**config.mk**
```make
export PLATFORM = sky130hd
export DESIGN_NAME = axi_i2s_tx
export DESIGN_NICKNAME = d
export VERILOG_FILES = /design/src/rtl/axi_i2s_tx.sv
export SDC_FILE = /design/constraint.sdc
export NUM_CORES = 1
export LEC_CHECK = 0
export ABC_AREA = 1
export CORE_AREA = 2 2 122 89
export DETAILED_ROUTE_END_ITERATION = 8
export DIE_AREA = 0 0 124 91
export SYNTH_ARGS = -nofsm -noshare
export SYNTH_HDL_FRONTEND = slang
export SYNTH_SLANG_ARGS = --single-unit
```
**constraint.sdc**
```tcl
create_clock -name mclk -period 6.24 [get_ports mclk]
set_clock_uncertainty 0.1 [all_clocks]
set_input_delay 1.872 -clock mclk [delete_from_list [all_inputs] [get_ports mclk]]
set_output_delay 1.872 -clock mclk [all_outputs]
set_load 0.02 [all_outputs]
```
**src/rtl/axi_i2s_tx.sv**
```systemverilog
// AXI4-Stream to I2S master transmitter: one stereo sample per beat, one-entry
// holding buffer, silence plus a saturating counter on underrun.
module axi_i2s_tx #(
  parameter int BCLK_DIV_BITS = 3,
  parameter int UNDERRUN_W    = 16
) (
  input  logic                  mclk,
  input  logic                  mclk_rstn,
  input  logic                  s_axis_tvalid,
  output logic                  s_axis_tready,
  input  logic [31:0]           s_axis_tdata,
  input  logic                  s_axis_tlast,
  output logic                  bclk,
  output logic                  lrclk,
  output logic                  sdo,
  output logic                  underrun,
  output logic [UNDERRUN_W-1:0] underrun_cnt
);

  localparam logic [BCLK_DIV_BITS-1:0] DIV_ONE = 1;
  localparam logic [UNDERRUN_W-1:0]    CNT_ONE = 1;

  logic [BCLK_DIV_BITS-1:0] div_cnt;
  logic [4:0]               slot_cnt;
  logic [4:0]               slot_next;
  logic [31:0]              shift;
  logic [31:0]              hold;
  logic                     hold_valid;
  logic                     started;
  logic                     fall_tick;
  logic                     frame_load;
  logic                     accept;
  logic                     tlast_unused;

  assign tlast_unused  = s_axis_tlast;
  assign fall_tick     = (div_cnt == '1);
  assign slot_next     = slot_cnt + 5'd1;
  assign frame_load    = fall_tick && (slot_cnt == 5'd31);
  assign s_axis_tready = ~hold_valid & mclk_rstn;
  assign accept        = s_axis_tvalid & s_axis_tready;
  assign bclk          = div_cnt[BCLK_DIV_BITS-1];
  assign sdo           = shift[31];

  // lrclk and shift only move on the bclk falling edge so the receiver samples on rising.
  always_ff @(posedge mclk) begin
    if (!mclk_rstn) begin
      div_cnt      <= '0;
      slot_cnt     <= 5'd31;
      shift        <= '0;
      hold         <= '0;
      hold_valid   <= 1'b0;
      started      <= 1'b0;
      lrclk        <= 1'b0;
      underrun     <= 1'b0;
      underrun_cnt <= '0;
    end else begin
      div_cnt  <= div_cnt + DIV_ONE;
      underrun <= 1'b0;
      if (fall_tick) begin
        slot_cnt <= slot_next;
        lrclk    <= (slot_next >= 5'd15) && (slot_next <= 5'd30);
        if (frame_load) begin
          shift <= hold_valid ? hold : 32'd0;
        end else begin
          shift <= {shift[30:0], 1'b0};
        end
      end
      if (frame_load) begin
        hold_valid <= 1'b0;
        if (!hold_valid && started) begin
          underrun <= 1'b1;
          if (underrun_cnt != '1) begin
            underrun_cnt <= underrun_cnt + CNT_ONE;
          end
        end
      end
      // An accept can only happen with the buffer empty, so it never races the load's clear.
      if (accept) begin
        hold       <= s_axis_tdata;
        hold_valid <= 1'b1;
        started    <= 1'b1;
      end
    end
  end

endmodule

```
=== After elaboration in Yosys (flattened, before gate mapping) ===
Cells that the tools add are included.

* Flip-flop bits (word level): 92
* Input port bits: 36

* Add/subtract/negate cells: 3
* Magnitude comparators: 2
* Equal/unequal tests: 3
* Muxes and demuxes: 5
* Bitwise operators: 3
* Reduce and logical (&&, ||, !) cells: 7

{| class="wikitable"
|+ Operator list
! cell !! number
|-
| two-way mux 32 bit || 2
|-
| adder 16 x 1 -> 16 bit, second input constant || 1
|-
| != test 16 bit, second input constant || 1
|-
| adder 5 x 1 -> 5 bit, second input constant || 1
|-
| == test 5 bit, second input constant || 1
|-
| >= comparator 5 x 4 -> 1 bit, second input constant || 1
|-
| <= comparator 5 bit, second input constant || 1
|-
| adder 3 x 1 -> 3 bit, second input constant || 1
|-
| == test 3 bit, second input constant || 1
|-
| logical AND 1 bit || 3
|-
| two-way mux 1 bit || 3
|-
| AND reduction 3 bit || 1
|-
| bitwise AND 1 bit || 2
|-
| AND reduction 2 bit || 1
|-
| nonzero test 2 bit || 1
|-
| zero test 1 bit || 1
|-
| NOT 1 bit || 1
|}

=== Logic depth before layout (Yosys ltp) ===
Gate-level depths: netlist of run 1.

* Depth after elaboration: 4
* Depth in mapped cells: 13
* Mapped depth without buffers: 12

=== Worst setup path after synthesis of run 1 ===
No wires, ideal clock.

* Path type: input -> output
* From: input mclk_rstn
* To: output s_axis_tready
* Arrival time: 2237 ps
* Setup slack: 2031 ps
* Stages: 2
* Path through: inv_2 nor2_1

* Longest elaborated chain between the ends: 1

{| class="wikitable"
|+ Ends and longest elaborated chain
! item !! RTL line !! text
|-
| start: declaration || 8 || <nowiki>input logic mclk_rstn,</nowiki>
|-
| bitwise AND 1 bit || 39 || <nowiki>assign s_axis_tready = ~hold_valid & mclk_rstn;</nowiki>
|-
| end: declaration || 10 || <nowiki>output logic s_axis_tready,</nowiki>
|}

No other way between the ends.

=== Worst setup path after layout of run 1 ===
Ends and elaborated chain as after synthesis.

==> key figures, run 1 <==
Clock tree
  • Clock Sinks: 92
  • CTS tree: built
  • # hold bufs at CTS: 0
  • Root buffer cell: clkbuf_16
  • Num CTS Buffers: 9
  • H-tree depth: 3
  • CTS Buffer Depth: 2
  • Clock Latency Late Sink: 0.33 ns
  • # Post-CTS Setup Buffers: 0
  • Post-CTS resize count: 0
  • Reg clk slew, reported paths: 0.06 ns

STA
  • Setup WS post-layout: 1.49 ns
  • Final hold viol count: 0
  • Final Critical Period: 4.75 ns
  • Endpoints failing setup: 0
  • RSZ-0062 raised after global routing: no
  • Final period util: 0.761
  • FMAX: 211 MHz
  • Slew margin rel.: 0.409
  • Max Transition Viols Final: 0
  • Setup_tns: 0 ns
  • Worst-margin pin slew: 0.885 ns

Synth
  • Synth warn: 0
  • Mapped Area: 3960 µm²
  • FF+latch count, synth: 92
  • Syn avg cell area: 7.42 µm²
  • Cells after Synth: 533
  • Sequential cell area fraction in the yosys report: 0.466
  • Cell variety after synth: 28
  • Post-Syn Nets: 576

Power
  • Internal power: 0.947 mW
  • Leak: 1.94 nW
  • Power Dens Cells: 249 nW/µm²
  • NetSw: 0.264 mW
  • Clock power frac: 0.419
  • Sw Ratio: 0.218
  • Seq pwr share: 0.511
  • Comb power frac: 0.070
  • Max VDD drop: 0.138 mV

Placed design
  • DP HPWL: 5610 µm
  • Port Buffer Count: 55
  • Routability cong.: 0.741
  • Worst slack at placement: 1.48 ns

Floorplan
  • Core Area: 10,100 µm²
  • Die W: 124 µm
  • Site Rows: 31
  • Total I/O pin count: 57
  • DIE AREA: 11,300 µm²
  • Initial Util: 0.392
  • Die Height: 91 µm

Critical path
  • CP max-delay cell: clkdlybuf4s50_1
  • Startpoint Class: primary input
  • Crit path max-delay family: buffers and inverters
  • Setup Crit Path Kind: in2out
  • Largest stage delay on the critical path: 0.63 ns
  • Worst-path maximum fanout: 2
  • CP Buf/Inv Count: 3
  • Critical Path Sink Type: primary output
  • Critical path arrival: 2.78 ns
  • Worst path required time: 4.27 ns
  • Critical-path cell list: buf_2 -> inv_2 -> nor2_1 -> clkdlybuf4s50_1

Detailed routing
  • Iteration-0 DRC Markers: 190
  • Vias per inst: 4.92
  • Antenna viol nets, final: 0
  • WL final: 8730 µm
  • Wire per inst: 12.3 µm
  • DR vias: 3,488
  • Remaining DRCs: 0
  • Initial DRT Pass Iterations: 4

Cells and area
  • Nets@finish: 615
  • Antenna Cells: 0
  • Most frequent cells in the layout: nand2_1, dfxtp_1, clkdlybuf4s50_1
  • Layout Area Growth over Synthesis: 22.9%
  • Fillers: 1,035
  • Most common cell after layout, fill and taps aside: nand2_1
  • Share of post-route cells with drive strength above 1: 0.0468
  • Fin util: 0.482

Hold path
  • Worst hold path class: reg2reg

Flow run
  • Max_cap viols: 0

Global routing
  • GR Overflow Total: 0
  • Gr usage total: 0.169
  • Initial antenna violation count: 0
  • Number of global-route vias before repair: 3,365
  • Largest net degree at the start of global routing: 64
  • First-pass GRT wire length: 15,400 µm

Run status
  • Status: completed
==> cells in the mapped netlist <==
library cell	number	area [µm²]
clkinv_1	1	3.75
buf_1	7	26.3
o21ai_0	37	185
nand3b_1	1	7.51
nor2_2	1	6.26
nand3_1	45	225
o31ai_1	1	7.51
a211oi_1	28	210
nand2_1	130	488
buf_2	5	25.0
o21ai_2	1	8.76
nand4_1	1	6.26
and2_1	1	6.26
xnor2_1	2	17.5
xor2_1	6	52.6
inv_1	53	199
dfxtp_1	92	1840
a21oi_1	18	90.1
nor2_1	38	143
nor3_4	1	16.3
nand2_2	1	6.26
o211ai_1	1	7.51
ha_1	7	87.6
nor3_1	2	10.0
buf_6	1	11.3
a31oi_1	29	181
inv_2	2	7.51
clkbuf_1	21	78.8
==> registers in the layout, indices dropped and copies added, names as in the netlist <==
signal and cells:
hold 32, shift 32, underrun_cnt 16, slot_cnt 5, div_cnt 3, hold_valid 1
lrclk 1, started 1, underrun 1
==> worst paths after layout <==
path         cells after the start  slack [ns]               end         from
max                              4        1.49     s_axis_tready    mclk_rstn
min                              1        0.32        div_cnt[0]   div_cnt[0]
max reg2reg                     13        3.41  underrun_cnt[11]  slot_cnt[0]
min reg2reg                      1        0.32        div_cnt[0]   div_cnt[0]
==> per-layer routing <==
layer  GRT usage  vias to the layer above  wire [µm]
li1            -                     1834          -
met1       0.225                     1600       4450
met2       0.266                       50       3880
met3      0.0477                        4        347
met4      0.0459                        0         51
met5           0                        -          0
==> final cells by class <==
| cell class | instances | area (µm²) | share of cell area |
|---|---|---|---|
| inverters | 56 | 210 | 0.0432 |
| multi-input cells | 351 | 1760 | 0.363 |
| clock inverters | 1 | 5.00 | 0.00103 |
| well taps | 132 | 165 | 0.0340 |
| clock buffers | 15 | 278 | 0.0571 |
| repair buffers | 62 | 598 | 0.123 |
| flip-flops and latches | 92 | 1840 | 0.379 |
==> per-stage QoR <==
| step | hold WS [ns] | power [mW] | area [µm²] | cells |
|---|---|---|---|---|
| after CTS | 0.325 | 1.23 | 4860 | 709 |
| final | 0.318 | 1.21 | 4860 | 709 |
| after floorplan | 0.299 | 0.679 | 3960 | 533 |
| after global routing | 0.347 | 1.27 | 4860 | 709 |
| after global placement | 0.306 | 0.715 | 4580 | 693 |
| after detailed placement | 0.316 | 0.717 | 4580 | 693 |
==> cells by family after synthesis <==
kind of cell,Yosys count,share of synthesized area
AND/OR/NAND/NOR,221,0.231
AO/OA/AOI/OAI,115,0.175
flip-flops,92,0.466
buffers and inverters,90,0.0889
XOR/XNOR,8,0.0177
adder cells (fa/ha/maj),7,0.0221
==> power groups by stage <==
stage / Clock [mW] / Combinational, mW / Sequential (mW)
floorplan: 0 / 0.0489 / 0.630
global placement: 0 / 0.0839 / 0.632
detailed placement: 0 / 0.0853 / 0.632
CTS: 0.527 / 0.0856 / 0.619
global route: 0.554 / 0.0949 / 0.621
finish: 0.507 / 0.0847 / 0.619
Note: power is estimated with default switching activity, not from simulation.
==> run 2, diff against run 1 <==
Clock period 6.24 ns to 4.95 ns, I/O delays scaled along.
==> run 2 against run 1 <==
Utilization increased by 0.68 points; critical path depth unchanged; sequential cell count unchanged; die area unchanged; final area increased by 1.4%; worst setup slack got worse by 0.52 ns; sequential power increased by 26%; register-to-register slack got worse by 1.3 ns; sequential share of layout area decreased by 0.53 points; routed wire length increased by 1.3%; global-route usage about the same; largest cell class unchanged; highest routed layer unchanged; first-iteration DRC count increased by 2.6%.
==> key figures, run 2 (synthesis results as in run 1) <==
Cells and area
  • Share of post-route cells with drive strength above 1: 0.0503
  • Nets@finish: 615
  • Layout Area Growth over Synthesis: 24.6%
  • Top flop regs: hold x32, shift x32, underrun_cnt x16
  • Most common cell after layout, fill and taps aside: nand2_1
  • Antenna Cells: 0
  • Most frequent cells in the layout: nand2_1, dfxtp_1, clkdlybuf4s50_1

STA
  • Setup_tns: 0 ns
  • Worst-margin pin slew: 0.913 ns
  • WHS: 0.326 ns
  • Final hold viol count: 0
  • Endpoints failing setup: 0
  • Setup WS post-layout: 0.972 ns
  • Slew margin rel.: 0.390
  • Final Critical Period: 3.98 ns
  • Max Transition Viols Final: 0
  • Final period util: 0.804
  • FMAX: 251 MHz
  • RSZ-0062 raised after global routing: no

Clock tree
  • H-tree depth: 3
  • Num CTS Buffers: 9
  • Root buffer cell: clkbuf_16
  • # Post-CTS Setup Buffers: 0
  • CTS tree: built
  • # hold bufs at CTS: 0
  • Clock Sinks: 92
  • Reg clk slew, reported paths: 0.06 ns
  • Clock Latency Late Sink: 0.34 ns
  • Post-CTS resize count: 0
  • CTS Buffer Depth: 2

Global routing
  • Largest net degree at the start of global routing: 64
  • Initial antenna violation count: 0
  • Number of global-route vias before repair: 3,222
  • Gr usage total: 0.168
  • First-pass GRT wire length: 15,200 µm
  • GR Overflow Total: 0

Critical path
  • Startpoint Class: primary input
  • FF-to-FF setup slack: 2.11 ns
  • Critical path arrival: 2.39 ns
  • RR Endpoint: underrun_cnt[7]
  • Worst-path maximum fanout: 2
  • Worst path required time: 3.37 ns
  • Critical Path Sink Type: primary output
  • Cells on worst reg2reg path: 13
  • Largest stage delay on the critical path: 0.63 ns
  • Critical-path cell list: buf_2 -> inv_2 -> nor2_1 -> clkdlybuf4s50_1
  • Setup Crit Path Kind: in2out
  • Reg2reg start: slot_cnt[0]
  • CP max-delay cell: clkdlybuf4s50_1

Floorplan
  • Core Area: 10,100 µm²
  • Initial Util: 0.392
  • DIE AREA: 11,300 µm²
  • Total I/O pin count: 57
  • Die Height: 91 µm
  • Die W: 124 µm
  • Site Rows: 31

Power
  • Power Dens Cells: 343 nW/µm²
  • Leak: 1.97 nW
  • Max VDD drop: 0.174 mV

Placed design
  • DP HPWL: 5580 µm
  • Port Buffer Count: 55
  • Routability cong.: 0.746
  • Worst slack at placement: 0.949 ns

Hold path
  • Hold depth: 1
  • Hold path startpoint: div_cnt[0]
  • Hold EP: div_cnt[0]
  • Worst hold path class: reg2reg

Detailed routing
  • Initial DRT Pass Iterations: 5
  • Antenna viol nets, final: 0
  • DR vias: 3,537
  • WL final: 8840 µm
  • Vias per inst: 4.99
  • Wire per inst: 12.5 µm
  • Remaining DRCs: 0
  • Iteration-0 DRC Markers: 195

Flow run
  • Max_cap viols: 0

Run status
  • Status: completed
## run 2: final cells by class
type / instances / area [µm²]
clock buffer: 12 / 256
clock inverter: 4 / 95.1
fill: 1001 / 5150
inverter: 56 / 210
multi-input combinational: 351 / 1760
sequential: 92 / 1840
tap: 132 / 165
timing repair buffer: 62 / 598
## run 2: worst max-delay path: cells and delay by family
family / cells / cell delay, ns
and+or+nand+nor: 1 / 0.14
buffers and inverters: 3 / 0.77
## run 2: per-stage QoR
| step | instance area, µm² | util | power (mW) | instances |
|---|---|---|---|---|
| 2_1_floorplan | 3960 | - | 0.855 | 533 |
| 3_3_place_gp | 4580 | 0.454 | 0.902 | 693 |
| 3_5_place_dp | 4580 | 0.454 | 0.905 | 693 |
| 4_1_cts | 4930 | 0.489 | 1.71 | 709 |
| 5_1_grt | 4930 | 0.489 | 1.75 | 709 |
| 6_report | 4930 | 0.489 | 1.69 | 709 |
## run 2: layer usage
metal | vias up | GRT usage | part of all wire
met3 | 9 | 0.0496 | 0.055
li1 | 1834 | - | -
met1 | 1617 | 0.225 | 0.49
met5 | - | 0 | 0
met4 | 0 | 0.0421 | 0.010
met2 | 77 | 0.266 | 0.44
## run 2: where the power goes
group,switching (mW),leakage (nW),internal (mW)
Combinational,0.0623,1.05,0.0446
Sequential,0.0132,0.748,0.767
Clock,0.281,0.173,0.521
Total,0.356,1.97,1.33
## run 2: how the worst max path moves through the flow
| stage | startpoint | endpoint | cells past startpoint |
|---|---|---|---|
| after floorplan | mclk_rstn | s_axis_tready | 2 |
| after global placement | mclk_rstn | s_axis_tready | 4 |
| after detailed placement | mclk_rstn | s_axis_tready | 4 |
| after CTS | mclk_rstn | s_axis_tready | 4 |
| after global routing | mclk_rstn | s_axis_tready | 4 |
| final | mclk_rstn | s_axis_tready | 4 |
